`config.mk`:
```
export PLATFORM = sky130hd
export DESIGN_NAME = key_evt_sched
export DESIGN_NICKNAME = d
export VERILOG_FILES = /design/src/rtl/key_evt_pkg.sv /design/src/rtl/key_press_fsm.sv /design/src/rtl/key_evt_sched.sv
export SDC_FILE = /design/constraint.sdc
export NUM_CORES = 1
export LEC_CHECK = 0
export ABC_AREA = 0
export ABC_CLOCK_PERIOD_IN_PS = 2100
export BUFFER_PORTS_ARGS = -buffer_cell sky130_fd_sc_hd__buf_2
export CAP_MARGIN = 15
export CELL_PAD_IN_SITES_DETAIL_PLACEMENT = 0
export CELL_PAD_IN_SITES_GLOBAL_PLACEMENT = 1
export CORE_MARGIN = 3
export CORE_UTILIZATION = 43
export CTS_CLUSTER_SIZE = 30
export DETAILED_ROUTE_END_ITERATION = 7
export PLACE_DENSITY = 0.84
export SYNTH_ARGS = -nofsm -noshare
export SYNTH_HDL_FRONTEND = slang
export SYNTH_SLANG_ARGS = --single-unit
```
`constraint.sdc`:
```
create_clock -name clk -period 2.1 [get_ports clk]
set_clock_uncertainty 0.15 [all_clocks]
set_input_delay 0.63 -clock clk [delete_from_list [all_inputs] [get_ports clk]]
set_output_delay 0.63 -clock clk [all_outputs]
set_load 0.01 [all_outputs]
```
`src/rtl/key_evt_pkg.sv`:
```
// Shared event-type and key-FSM encodings for the key event scheduler.
package key_evt_pkg;

    typedef enum logic [1:0] {
        EVT_NONE   = 2'b00,
        EVT_SHORT  = 2'b01,
        EVT_LONG   = 2'b10,
        EVT_REPEAT = 2'b11
    } evt_type_t;

    typedef enum logic [1:0] {
        ST_IDLE  = 2'b00,
        ST_PRESS = 2'b01,
        ST_HOLD  = 2'b10
    } key_state_t;

    function automatic int unsigned kidx_w(input int unsigned n);
        return (n > 1) ? $clog2(n) : 1;
    endfunction

endpackage

```
`src/rtl/key_press_fsm.sv`:
```
// Per-key press classifier with a 1-deep pending event slot and sticky overflow flag.
// KEY_EVT_REPEAT_EN enables periodic REPEAT events while the key stays held.
module key_press_fsm
    import key_evt_pkg::*;
#(
    parameter int unsigned LONG_MS = 1000,
`ifdef KEY_EVT_REPEAT_EN
    parameter int unsigned REP_MS  = 200,
`endif
    parameter int unsigned MS_W    = 11
) (
    input  logic       clk,
    input  logic       rst_n,
    input  logic       tick,
    input  logic       key_lvl_n,
    input  logic       grant,
    input  logic       ovf_clr,
    output logic       pend_valid,
    output logic [1:0] pend_type,
    output logic       ovf
);

    localparam logic [MS_W-1:0] LONG_TH = MS_W'(LONG_MS);
`ifdef KEY_EVT_REPEAT_EN
    localparam logic [MS_W-1:0] REP_TH  = MS_W'(REP_MS);
`endif

    key_state_t      state_q, state_d;
    logic [MS_W-1:0] hms_q, hms_d;
    logic [MS_W-1:0] hms_inc;
    logic            pend_valid_q, pend_valid_d;
    logic [1:0]      pend_type_q, pend_type_d;
    logic            ovf_q, ovf_d;
    logic            fire;
    evt_type_t       fire_type;

    always_comb begin
        state_d   = state_q;
        hms_d     = hms_q;
        fire      = 1'b0;
        fire_type = EVT_NONE;
        hms_inc   = (&hms_q) ? hms_q : hms_q + MS_W'(1);

        // Release is checked before the threshold so it wins a same-cycle tie.
        unique case (state_q)
            ST_IDLE: begin
                if (!key_lvl_n) begin
                    state_d = ST_PRESS;
                    hms_d   = '0;
                end
            end
            ST_PRESS: begin
                if (key_lvl_n) begin
                    state_d = ST_IDLE;
                    if (hms_q < LONG_TH) begin
                        fire      = 1'b1;
                        fire_type = EVT_SHORT;
                    end
                end else if (hms_q >= LONG_TH) begin
                    fire      = 1'b1;
                    fire_type = EVT_LONG;
                    state_d   = ST_HOLD;
                    hms_d     = '0;
                end else if (tick) begin
                    hms_d = hms_inc;
                end
            end
            ST_HOLD: begin
                if (key_lvl_n) begin
                    state_d = ST_IDLE;
                end
`ifdef KEY_EVT_REPEAT_EN
                else if (hms_q >= REP_TH) begin
                    fire      = 1'b1;
                    fire_type = EVT_REPEAT;
                    hms_d     = '0;
                end else if (tick) begin
                    hms_d = hms_inc;
                end
`endif
            end
            default: state_d = ST_IDLE;
        endcase
    end

    // A grant in the same cycle frees the slot, so the new event is stored.
    always_comb begin
        pend_valid_d = pend_valid_q & ~grant;
        pend_type_d  = pend_type_q;
        ovf_d        = ovf_q & ~ovf_clr;
        if (fire) begin
            if (pend_valid_q && !grant) begin
                ovf_d = 1'b1;
            end else begin
                pend_valid_d = 1'b1;
                pend_type_d  = fire_type;
            end
        end
    end

    always_ff @(posedge clk or negedge rst_n) begin
        if (!rst_n) begin
            state_q      <= ST_IDLE;
            hms_q        <= '0;
            pend_valid_q <= 1'b0;
            pend_type_q  <= EVT_NONE;
            ovf_q        <= 1'b0;
        end else begin
            state_q      <= state_d;
            hms_q        <= hms_d;
            pend_valid_q <= pend_valid_d;
            pend_type_q  <= pend_type_d;
            ovf_q        <= ovf_d;
        end
    end

    assign pend_valid = pend_valid_q;
    assign pend_type  = pend_type_q;
    assign ovf        = ovf_q;

endmodule

```
`src/rtl/key_evt_sched.sv`:
```
// Key event scheduler top: 1 ms prescaler, per-key classifiers, round-robin arbiter, output register.
// KEY_EVT_REPEAT_EN enables REPEAT events in the per-key classifiers.
module key_evt_sched
    import key_evt_pkg::*;
#(
    parameter  int unsigned KEY_WIDTH = 3,
    parameter  int unsigned TICK_DIV  = 12000,
    parameter  int unsigned LONG_MS   = 1000,
    parameter  int unsigned REP_MS    = 200,
    parameter  int unsigned MS_W      = 11,
    localparam int unsigned KIDX_W    = kidx_w(KEY_WIDTH)
) (
    input  logic                 clk,
    input  logic                 rst_n,
    input  logic [KEY_WIDTH-1:0] key_lvl_n,
    output logic                 evt_valid,
    input  logic                 evt_ready,
    output logic [KIDX_W-1:0]    evt_key,
    output logic [1:0]           evt_type,
    output logic [KEY_WIDTH-1:0] evt_ovf,
    input  logic                 ovf_clr
);

    localparam int unsigned     PS_W    = (TICK_DIV > 1) ? $clog2(TICK_DIV) : 1;
    localparam logic [PS_W-1:0] PS_LAST = PS_W'(TICK_DIV - 1);
    localparam int unsigned     MAX_MS  = (LONG_MS > REP_MS) ? LONG_MS : REP_MS;

    if ((64'd1 << MS_W) <= 64'(MAX_MS)) begin : g_ms_w_check
        $error("MS_W too narrow for LONG_MS/REP_MS");
    end

    logic [PS_W-1:0]             ps_q, ps_d;
    logic                        tick;
    logic [KEY_WIDTH-1:0]        pend_valid;
    logic [KEY_WIDTH-1:0][1:0]   pend_type;
    logic [KEY_WIDTH-1:0]        grant;
    logic                        found;
    logic [KIDX_W-1:0]           gidx;
    logic [KIDX_W-1:0]           last_grant_q, last_grant_d;
    logic                        evt_valid_q, evt_valid_d;
    logic [KIDX_W-1:0]           evt_key_q, evt_key_d;
    logic [1:0]                  evt_type_q, evt_type_d;

    always_comb begin
        tick = (ps_q == PS_LAST);
        ps_d = tick ? '0 : ps_q + PS_W'(1);
    end

    for (genvar k = 0; k < KEY_WIDTH; k++) begin : g_key
        key_press_fsm #(
            .LONG_MS (LONG_MS),
`ifdef KEY_EVT_REPEAT_EN
            .REP_MS  (REP_MS),
`endif
            .MS_W    (MS_W)
        ) u_fsm (
            .clk        (clk),
            .rst_n      (rst_n),
            .tick       (tick),
            .key_lvl_n  (key_lvl_n[k]),
            .grant      (grant[k]),
            .ovf_clr    (ovf_clr),
            .pend_valid (pend_valid[k]),
            .pend_type  (pend_type[k]),
            .ovf        (evt_ovf[k])
        );
    end

    // Search starts one past the last grant; the output register must be free or draining.
    always_comb begin
        int unsigned idx;
        idx   = 0;
        found = 1'b0;
        gidx  = '0;
        grant = '0;
        if (!evt_valid_q || evt_ready) begin
            for (int unsigned i = 0; i < KEY_WIDTH; i++) begin
                idx = (int'(last_grant_q) + 1 + i) % KEY_WIDTH;
                if (!found && pend_valid[idx]) begin
                    found = 1'b1;
                    gidx  = KIDX_W'(idx);
                end
            end
        end
        if (found) begin
            grant[gidx] = 1'b1;
        end
    end

    always_comb begin
        evt_valid_d  = evt_valid_q;
        evt_key_d    = evt_key_q;
        evt_type_d   = evt_type_q;
        last_grant_d = last_grant_q;
        if (found) begin
            evt_valid_d  = 1'b1;
            evt_key_d    = gidx;
            evt_type_d   = pend_type[gidx];
            last_grant_d = gidx;
        end else if (evt_ready) begin
            evt_valid_d = 1'b0;
        end
    end

    always_ff @(posedge clk or negedge rst_n) begin
        if (!rst_n) begin
            ps_q         <= '0;
            last_grant_q <= '0;
            evt_valid_q  <= 1'b0;
            evt_key_q    <= '0;
            evt_type_q   <= EVT_NONE;
        end else begin
            ps_q         <= ps_d;
            last_grant_q <= last_grant_d;
            evt_valid_q  <= evt_valid_d;
            evt_key_q    <= evt_key_d;
            evt_type_q   <= evt_type_d;
        end
    end

    assign evt_valid = evt_valid_q;
    assign evt_key   = evt_key_q;
    assign evt_type  = evt_type_q;

endmodule

```
==> results of run 1 <==
-- stage by stage --
step / TNS (ns) / instance area, um2
2_1_floorplan: -0.6192 / 3722
3_3_place_gp: -1.548 / 4252
3_5_place_dp: -2.691 / 4252
4_1_cts: -2.085 / 4591
5_1_grt: -3.790 / 4768
6_report: -1.903 / 4768
-- layout make-up --
type	count	area [um2]	share of cell area, %
flip-flops and latches	70	1752	36.74
clock buffers	9	123.9	2.598
inverters	29	108.9	2.283
multi-input cells	284	2047	42.93
repair buffers	72	540.5	11.34
well taps	105	131.4	2.755
clock inverters	7	65.06	1.364
-- worst reg2reg max path, stage by stage, from the launching register on --
cell and delay, ns:
sky130_fd_sc_hd__dfrtp_1 0.39, sky130_fd_sc_hd__or4b_4 0.56, sky130_fd_sc_hd__nor4_4 0.17, sky130_fd_sc_hd__buf_4 0.18, sky130_fd_sc_hd__nand4_1 0.12, sky130_fd_sc_hd__or4_4 0.54
sky130_fd_sc_hd__a21oi_2 0.14
-- cells by family (layout without fill, tap and decap cells) --
group	Yosys count	in the layout
xor+xnor	20	20
flops	70	70
buf+inv	38	117
fa+ha+maj	10	10
mux	2	2
compound gates	86	86
simple gates	166	166
-- cell usage in the layout (no fill, tap or decap), types with 5 or more instances in the layout --
cell type	Yosys	final
sky130_fd_sc_hd__inv_1	29	28
sky130_fd_sc_hd__nand3_1	22	19
sky130_fd_sc_hd__or4_1	8	6
sky130_fd_sc_hd__nand4_1	15	15
sky130_fd_sc_hd__buf_6	1	6
sky130_fd_sc_hd__and3_1	8	7
sky130_fd_sc_hd__xnor2_1	7	7
sky130_fd_sc_hd__dfrtp_1	70	70
sky130_fd_sc_hd__or3_1	5	5
sky130_fd_sc_hd__nand2_1	36	35
sky130_fd_sc_hd__ha_1	9	7
sky130_fd_sc_hd__a21oi_2	0	6
sky130_fd_sc_hd__a31oi_1	5	5
sky130_fd_sc_hd__clkbuf_8	0	9
sky130_fd_sc_hd__buf_2	0	14
sky130_fd_sc_hd__and4_1	5	5
sky130_fd_sc_hd__o21ai_0	15	9
sky130_fd_sc_hd__buf_4	3	51
sky130_fd_sc_hd__nor2_1	32	32
sky130_fd_sc_hd__xor2_1	13	13
sky130_fd_sc_hd__o21ai_1	0	5
sky130_fd_sc_hd__o21a_1	6	6
sky130_fd_sc_hd__a21oi_1	19	13
-- power by group through the flow --
stage               registers, mW  clock network [mW]  logic, mW
floorplan                    1.53                   0      0.550
CTS                          1.50                1.10       1.00
detailed placement           1.53                   0      0.917
global placement             1.53                   0      0.894
finish                       1.51                1.07       1.09
global route                 1.52                1.16       1.20
-- worst max path at each step --
stage	from	end	slack, ns	cells past startpoint
2_1_floorplan	ps_q[8]$_DFF_PN0_	g_key[1].u_fsm.hms_q[4]$_DFFE_PN0P_	-0.10	6
3_3_place_gp	ps_q[8]$_DFF_PN0_	g_key[0].u_fsm.hms_q[7]$_DFFE_PN0P_	-0.15	6
3_5_place_dp	ps_q[8]$_DFF_PN0_	g_key[0].u_fsm.hms_q[7]$_DFFE_PN0P_	-0.23	6
4_1_cts	ps_q[8]$_DFF_PN0_	g_key[1].u_fsm.hms_q[5]$_DFFE_PN0P_	-0.19	7
5_1_grt	ps_q[8]$_DFF_PN0_	g_key[0].u_fsm.hms_q[7]$_DFFE_PN0P_	-0.29	6
6_report	ps_q[8]$_DFF_PN0_	g_key[0].u_fsm.hms_q[7]$_DFFE_PN0P_	-0.21	6
-- Yosys cell counts (2+ instances only) --
| library cell | count | area (um2) |
|---|---|---|
| sky130_fd_sc_hd__dfrtp_1 | 70 | 1752 |
| sky130_fd_sc_hd__nand2_1 | 36 | 135.1 |
| sky130_fd_sc_hd__nor2_1 | 32 | 120.1 |
| sky130_fd_sc_hd__inv_1 | 29 | 108.9 |
| sky130_fd_sc_hd__nand3_1 | 22 | 110.1 |
| sky130_fd_sc_hd__a21oi_1 | 19 | 95.09 |
| sky130_fd_sc_hd__nand4_1 | 15 | 93.84 |
| sky130_fd_sc_hd__o21ai_0 | 15 | 75.07 |
| sky130_fd_sc_hd__xor2_1 | 13 | 113.9 |
| sky130_fd_sc_hd__ha_1 | 9 | 112.6 |
| sky130_fd_sc_hd__o31ai_1 | 9 | 67.56 |
| sky130_fd_sc_hd__and3_1 | 8 | 50.05 |
| sky130_fd_sc_hd__nor3_1 | 8 | 40.04 |
| sky130_fd_sc_hd__or4_1 | 8 | 60.06 |
| sky130_fd_sc_hd__xnor2_1 | 7 | 61.31 |
| sky130_fd_sc_hd__o21a_1 | 6 | 45.04 |
| sky130_fd_sc_hd__a31oi_1 | 5 | 31.28 |
| sky130_fd_sc_hd__and4_1 | 5 | 43.79 |
| sky130_fd_sc_hd__clkbuf_1 | 5 | 18.77 |
| sky130_fd_sc_hd__nand2b_1 | 5 | 31.28 |
| sky130_fd_sc_hd__or3_1 | 5 | 31.28 |
| sky130_fd_sc_hd__a21boi_0 | 4 | 30.03 |
| sky130_fd_sc_hd__nor2b_1 | 4 | 25.02 |
| sky130_fd_sc_hd__o211ai_1 | 4 | 30.03 |
| sky130_fd_sc_hd__or2_2 | 4 | 25.02 |
| sky130_fd_sc_hd__a2bb2oi_1 | 3 | 26.28 |
| sky130_fd_sc_hd__a31o_2 | 3 | 26.28 |
| sky130_fd_sc_hd__buf_4 | 3 | 22.52 |
| sky130_fd_sc_hd__nor4_1 | 3 | 18.77 |
| sky130_fd_sc_hd__o22ai_1 | 3 | 18.77 |
| sky130_fd_sc_hd__a21bo_2 | 2 | 20.02 |
| sky130_fd_sc_hd__and2_1 | 2 | 12.51 |
| sky130_fd_sc_hd__mux2i_1 | 2 | 20.02 |
| sky130_fd_sc_hd__o221ai_1 | 2 | 17.52 |
-- registers in the layout, indices dropped and copies added (netlist names) --
register,flops
g_key.u_fsm.ovf,3
g_key.u_fsm.pend_valid,3
g_key.u_fsm.pend_type,6
g_key.u_fsm.state_q,6
evt_key,2
evt_valid,1
g_key.u_fsm.hms_q,33
evt_type,2
ps_q,14
-- timing repair --
item,in CTS,in global routing
resized for setup,19,40
pin swaps,15,4
setup endpoints to repair,29,37
setup buffers,8,3
-- per-layer routing --
layer  part of all wire (%)  global-route usage (%)  routed length (um)
met1                     47                   24.52                4006
met3                    2.9                   4.954                 248
met5                      0                       0                   0
met2                     48                   28.82                4153
met4                    2.4                   5.987                 203
==> metrics.md, run 1 <==
| Metric | Value |
|---|---|
| Run status | complete, but fails checks |
| Failing checks | negative setup slack |
| Per-instance average area after synthesis | 9.486 um2 |
| Nets | 482 |
| Switching component of the power | 1.158 mW |
| Proportion of total power due to net switching | 31.53% |
| Number of buffers and inverters on the critical path | 1 |
| WP data arrival | 2.45 ns |
| Portion of total power attributed to combinational logic | 29.7% |
| Slew at the pin closest to its max-slew limit | 0.6136 ns |
| Post-synthesis instance area | 3719 um2 |
| Drt drc | 0 |
| Xor-xnor portion of the synthesized cell area | 4.711% |
| Post-layout min period | 2.312 ns |
| DP HPWL | 5756 um |
| Area Growth Syn to Fin | 28.23% |
| Number of distinct library cell variants in the gate-level netlist after synthesis | 56 |
| Count of TritonRoute iterations in the first routing pass | 4 |
| Wire length of the first global-routing pass | 14490 um |
| Count of buffers from port buffering | 14 |
| Number of standard cells in the final layout excluding fillers | 576 |
| Number of pins with negative max-slew slack in the final report | 0 |
| CTS Buffer Depth | 2 |
| Cell at the root of the clock tree | sky130_fd_sc_hd__clkbuf_8 |
| Compound-cell area share of the yosys netlist | 15.65% |
| Antenna Violating Nets Remaining | 0 |
| Overall overflow remaining after global route | 0 |
| Total number of H-tree levels | 3 |
| Number of rows in the core area | 33 |
| Destination of the worst register-to-register timing path | g_key[0].u_fsm.hms_q[7]$_DFFE_PN0P_ |
| Seq pwr share | 41.1% |
| Post-synthesis register bit count | 70 |
| Width of the die | 99.00 um |
| Fraction of registers with async set/reset | 100.0% |
| Final setup violating endpoints | 18 |
| Yosys Warn Count | 0 |
| Aggregate global-route resource usage | 18.29% |
| CP startpoint kind | register |
| Vias per Instance | 5.538 |
| Setup repair after global routing missed its margin | true |
| Internal power consumption | 2.513 mW |
| Instance count after placement with tap cells included | 551 |
| WL per Instance | 14.95 um |
| Number of vias in the routed layout | 3190 |
| Sink Count | 70 |
| Number of global-route vias before repair | 3159 |
| Full die area | 9800 um2 |
| Largest fanout on the critical path | 3 |
| Number of filler instances in the final layout | 717 |
| Proportion of synthesized chip area in sequential cells | 47.11% |
| Post-synthesis adder-cell area fraction | 3.297% |
| Dominant combinational cell family by area after synthesis | simple AND/OR/NAND/NOR gates |
| Worst slew margin relative to its limit | 58.87% |
| Final weighted congestion in routability-driven placement | 0.8431 |
| Clock Pin Slew Worst Setup and Hold Paths | 0.08 ns |
| CTS Hold Buffers Added | 0 |
| Cell with the largest stage delay on the worst path | sky130_fd_sc_hd__or4b_4 |
| Worst slack on hold paths | 0.1431 ns |
| Fraction of final layout cells sized beyond drive strength 1 | 29.94% |
| Sequence of cells on the critical path | or4b_4 -> nor4_4 -> buf_4 -> nand4_1 -> or4_4 -> a21oi_2 |
| Final worst-path setup slack | -0.2123 ns |
| Gate Count Post-Synth | 392 |
| Critical setup path kind | register to register |
| Max-cap viol count | 0 |
| Post-Place Setup Slack | -0.2269 ns |
| Reg-to-reg critical path startpoint | ps_q[8]$_DFF_PN0_ |
| First DRT Iteration DRCs | 167 |
| Reg-to-reg slack, setup | -0.21 ns |
| Number of antenna diodes | 0 |
| Multiplexer share of the synthesized area | 0.5384% |
| Upper clock frequency limit | 0.4325 GHz |
| Capturing element type of the critical path | register |
| Kind of path behind the tightest hold check | input port to async pin |
| I/O Pins | 15 |
| Overall power after layout | 3.671 mW |
| Top cell family by delay on the critical path | simple AND/OR/NAND/NOR gates |
| Detailed-route wire length | 8611 um |
| Primary flip-flop cell chosen by synthesis mapping | sky130_fd_sc_hd__dfrtp_1 |
| Initial antenna violation count | 0 |
| Portion of total power attributed to the clock network | 29.2% |
| Worst ir drop on vdd | 0.0004189 V |
| Die Y-Extent | 99.00 um |
| Crit share post-route | 110.1% |
| EDFF count, synth | 0 |
| Final core area utilization | 57.46% |
| Pwr/cell area | 769.9 nW/um2 |
| Number of cells traversed by the worst register-to-register path | 6 |
| Total nets after synthesis | 408 |
| Initial core utilization | 44.81% |
| Core box area | 8299 um2 |
| Simple-gate portion of the synthesized area | 24.36% |
| Required time reported for the critical path endpoint | 2.24 ns |
| Static power due to leakage | 2.189 nW |
| Max stage delay on crit path | 0.56 ns |
| Clock tree from TritonCTS | built |
| Final-report hold violation count | 0 |
| Cts bufs inserted | 9 |
| Maximum number of pins on one net before global-route repair | 71 |
| Clk_lat worst skew | 0.36 ns |
(Power assumes the default switching activity.)
==> run 2, diff against run 1 <==
--- a/config.mk
+++ b/config.mk
@@ -12,10 +12,11 @@
 export CELL_PAD_IN_SITES_DETAIL_PLACEMENT = 0
 export CELL_PAD_IN_SITES_GLOBAL_PLACEMENT = 1
 export CORE_MARGIN = 3
-export CORE_UTILIZATION = 43
+export CORE_UTILIZATION = 44
 export CTS_CLUSTER_SIZE = 30
 export DETAILED_ROUTE_END_ITERATION = 7
-export PLACE_DENSITY = 0.84
+export PLACE_DENSITY = 0.85
 export SYNTH_ARGS = -nofsm -noshare
 export SYNTH_HDL_FRONTEND = slang
+export SYNTH_HIERARCHICAL = 1
 export SYNTH_SLANG_ARGS = --single-unit
==> run 2 against run 1 <==
Largest power group unchanged. Flip-flop and latch count is the same. First-iteration DRC count shrank 6.6%. Clock power grew 22%. Non-clock buffer count shrank 5. Maximum frequency grew 4.9%. Worst hold slack lost 0.057 ns. Core utilization grew 0.23 points. Final area grew 1.4%. Worst setup slack gained 0.11 ns. Critical path type unchanged. The run still ends with negative setup slack left. Synthesized cell count grew 3.6%.
==> metrics.md, run 2 <==
| Metric | Value |
|---|---|
| Fraction of registers with async set/reset | 100.0% |
| Post-synthesis instance area | 3861 um2 |
| Primary flip-flop cell chosen by synthesis mapping | sky130_fd_sc_hd__dfrtp_1 |
| Yosys Warn Count | 6 |
| Critical setup path kind | register to register |
| Detailed-route wire length | 8490 um |
| Number of filler instances in the final layout | 713 |
| Crit share post-route | 105.0% |
| Worst slack on hold paths | 0.08574 ns |
| Destination of the worst register-to-register timing path | g_key[0].u_fsm/pend_type[1]$_DFFE_PN0P_ |
| Cell accounting for the most synthesized area | sky130_fd_sc_hd__dfrtp_1 |
| Count of TritonRoute iterations in the first routing pass | 4 |
| Clock tree from TritonCTS | built |
| Number of cells traversed by the worst register-to-register path | 10 |
| EDFF count, synth | 0 |
| Clock Pin Slew Worst Setup and Hold Paths | 0.08 ns |
| Portion of total power attributed to the clock network | 31.5% |
| Worst ir drop on vdd | 0.0006284 V |
| Drt drc | 0 |
| Static power due to leakage | 2.060 nW |
| Failing checks | negative setup slack |
| Overall overflow remaining after global route | 0 |
| Fraction of final layout cells sized beyond drive strength 1 | 30.69% |
| Final weighted congestion in routability-driven placement | 0.8528 |
| Proportion of total power due to net switching | 30.66% |
| Most common cell after layout, fill and taps aside | sky130_fd_sc_hd__dfrtp_1 |
| Slew at the pin closest to its max-slew limit | 0.5276 ns |
| Final worst-path setup slack | -0.1043 ns |
| Required time reported for the critical path endpoint | 2.19 ns |
| Per-instance average area after synthesis | 9.510 um2 |
| Gate Count Post-Synth | 406 |
| Overall power after layout | 4.141 mW |
| Largest cells by area after synthesis | sky130_fd_sc_hd__dfrtp_1 45%, sky130_fd_sc_hd__o21ai_1 4.3%, sky130_fd_sc_hd__nand2_1 3.6%, sky130_fd_sc_hd__o31ai_1 3.1%, sky130_fd_sc_hd__a21oi_1 3.0% |
| Cts bufs inserted | 9 |
| Setup repair after global routing missed its margin | true |
| Area of the multi-input gates | 2115 um2 |
| Nets | 490 |
| WL per Instance | 14.54 um |
| Width of the die | 99.68 um |
| Area Growth Syn to Fin | 25.21% |
| Switching component of the power | 1.270 mW |
| Internal power consumption | 2.871 mW |
| CTS Buffer Depth | 2 |
| Sink Count | 70 |
| Area taken by flip-flops and latches | 1753 um2 |
| Run status | complete, but fails checks |
| Kind of path behind the tightest hold check | input port to async pin |
| WP data arrival | 2.30 ns |
| Vias per Instance | 5.560 |
| CP startpoint kind | register |
| Portion of total power attributed to combinational logic | 30.4% |
| Antenna Violating Nets Remaining | 0 |
| Final setup violating endpoints | 6 |
| Top library cells by usage in the layout, fill and taps aside | 69 x sky130_fd_sc_hd__dfrtp_1, 47 x sky130_fd_sc_hd__buf_4, 36 x sky130_fd_sc_hd__o21ai_1, 35 x sky130_fd_sc_hd__nand2_1, 26 x sky130_fd_sc_hd__nor2_1 |
| Number of distinct library cell variants in the gate-level netlist after synthesis | 59 |
| Largest reg by FF count | g_key.u_fsm/hms_q |
| Proportion of synthesized chip area in sequential cells | 45.37% |
| Largest fanout on the critical path | 8 |
| Most numerous cell in the Yosys netlist | sky130_fd_sc_hd__dfrtp_1 |
| Post-layout min period | 2.204 ns |
| Number of global-route vias before repair | 3148 |
| Number of vias in the routed layout | 3247 |
| Top cells by count, synth | 70 x sky130_fd_sc_hd__dfrtp_1, 37 x sky130_fd_sc_hd__nand2_1, 33 x sky130_fd_sc_hd__o21ai_1 |
| Max-cap viol count | 0 |
| Max FFs per register | 33 |
| Seq pwr share | 38.1% |
| Worst slew margin relative to its limit | 64.72% |
| DP HPWL | 6105 um |
| Maximum number of pins on one net before global-route repair | 34 |
| Final-report hold violation count | 0 |
| Pwr/cell area | 856.4 nW/um2 |
| Reg-to-reg slack, setup | -0.10 ns |
| Post-synthesis register bit count | 70 |
| Initial core utilization | 46.07% |
| Full die area | 9935 um2 |
| Cell at the root of the clock tree | sky130_fd_sc_hd__clkbuf_8 |
| Number of pins with negative max-slew slack in the final report | 0 |
| Setup TNS | -0.3020 ns |
| Die Y-Extent | 99.68 um |
| Number of rows in the core area | 33 |
| Biggest registers after layout | g_key.u_fsm/hms_q (33), ps_q (14) |
| Count of buffers from port buffering | 14 |
| Total nets after synthesis | 422 |
| Share of the synthesized area in the top cell type | 45.37% |
| Core box area | 8382 um2 |
| CTS Hold Buffers Added | 0 |
| Wire length of the first global-routing pass | 14520 um |
| I/O Pins | 15 |
| Capturing element type of the critical path | register |
| Final core area utilization | 57.68% |
| Initial antenna violation count | 0 |
| Clk_lat worst skew | 0.35 ns |
| Aggregate global-route resource usage | 17.94% |
| Upper clock frequency limit | 0.4537 GHz |
| Number of antenna diodes | 0 |
| Post-Place Setup Slack | -0.06524 ns |
| Reg-to-reg critical path startpoint | evt_key[1]$_DFFE_PN0P_ |
| First DRT Iteration DRCs | 156 |
| Total number of H-tree levels | 3 |
## run 2: logic make-up (layout without fill, tap and decap cells)
kind of cell / count (synthesis) / in the layout / share of synthesized area [%]
XOR/XNOR: 12 / 12 / 2.722
adder cells (fa/ha/maj): 10 / 10 / 3.208
buffers and inverters: 33 / 106 / 4.212
AO/OA/AOI/OAI: 125 / 125 / 21.97
AND/OR/NAND/NOR: 151 / 151 / 21.19
multiplexers: 5 / 5 / 1.329
flip-flops: 70 / 70 / 45.37
## run 2: per-stage QoR
stage	cell area [um2]	std cells
final	4835	584
after global routing	4835	584
after CTS	4643	577
after detailed placement	4378	560
after global placement	4378	560
after floorplan	3894	406
## run 2: how the worst max path moves through the flow
stage	startpoint	endpoint	slack, ns	cells past startpoint
floorplan	evt_key[0]$_DFFE_PN0P_	g_key[0].u_fsm/pend_type[1]$_DFFE_PN0P_	-0.01	10
global placement	evt_ready	g_key[0].u_fsm/pend_type[1]$_DFFE_PN0P_	-0.03	9
detailed placement	ps_q[12]$_DFF_PN0_	g_key[2].u_fsm/hms_q[5]$_DFFE_PN0P_	-0.07	7
CTS	evt_key[0]$_DFFE_PN0P_	g_key[0].u_fsm/pend_type[1]$_DFFE_PN0P_	-0.06	11
global route	evt_key[0]$_DFFE_PN0P_	g_key[0].u_fsm/pend_type[1]$_DFFE_PN0P_	-0.21	11
finish	evt_key[1]$_DFFE_PN0P_	g_key[0].u_fsm/pend_type[1]$_DFFE_PN0P_	-0.10	10
## run 2: critical path, cell delays in order (launching register included)
cell and delay, ns:
sky130_fd_sc_hd__dfrtp_2 0.43, sky130_fd_sc_hd__ha_4 0.29, sky130_fd_sc_hd__buf_4 0.14, sky130_fd_sc_hd__a21o_2 0.18, sky130_fd_sc_hd__nand2_1 0.06, sky130_fd_sc_hd__o2111a_2 0.27
sky130_fd_sc_hd__nor2_2 0.05, sky130_fd_sc_hd__and2b_1 0.24, sky130_fd_sc_hd__nor2_2 0.05, sky130_fd_sc_hd__a21bo_1 0.18, sky130_fd_sc_hd__o31ai_1 0.06
## run 2: area by class of cell
type                    instances  share of cell area, %
clock buffers                  12                  3.416
multi-input cells             303                  43.74
inverters                      23                  1.786
clock inverters                 4                  1.579
repair buffers                 67                  10.51
flip-flops and latches         70                  36.26
well taps                     105                  2.717
## run 2: layer usage
metal  vias to the layer above  global-route usage, %  part of all wire, %
met5                         -                      0                    0
met1                      1577                  25.18                   49
met3                         9                  3.296                  3.5
met4                         0                  7.668                  1.4
met2                        55                  27.19                   47
li1                       1606                      -                    -
## run 2: power groups by stage
stage | logic, mW | clock network, mW | registers, mW
3_5_place_dp | 1.06 | 0 | 1.58
5_1_grt | 1.38 | 1.39 | 1.59
3_3_place_gp | 1.05 | 0 | 1.58
2_1_floorplan | 0.637 | 0 | 1.60
6_report | 1.26 | 1.31 | 1.58
4_1_cts | 1.08 | 1.33 | 1.56
## run 2: timing repair
action	CTS	global route
pin swaps	5	22
resized for setup	5	39
buffers inserted	1	8
cloned	0	0
setup endpoints to repair	10	34
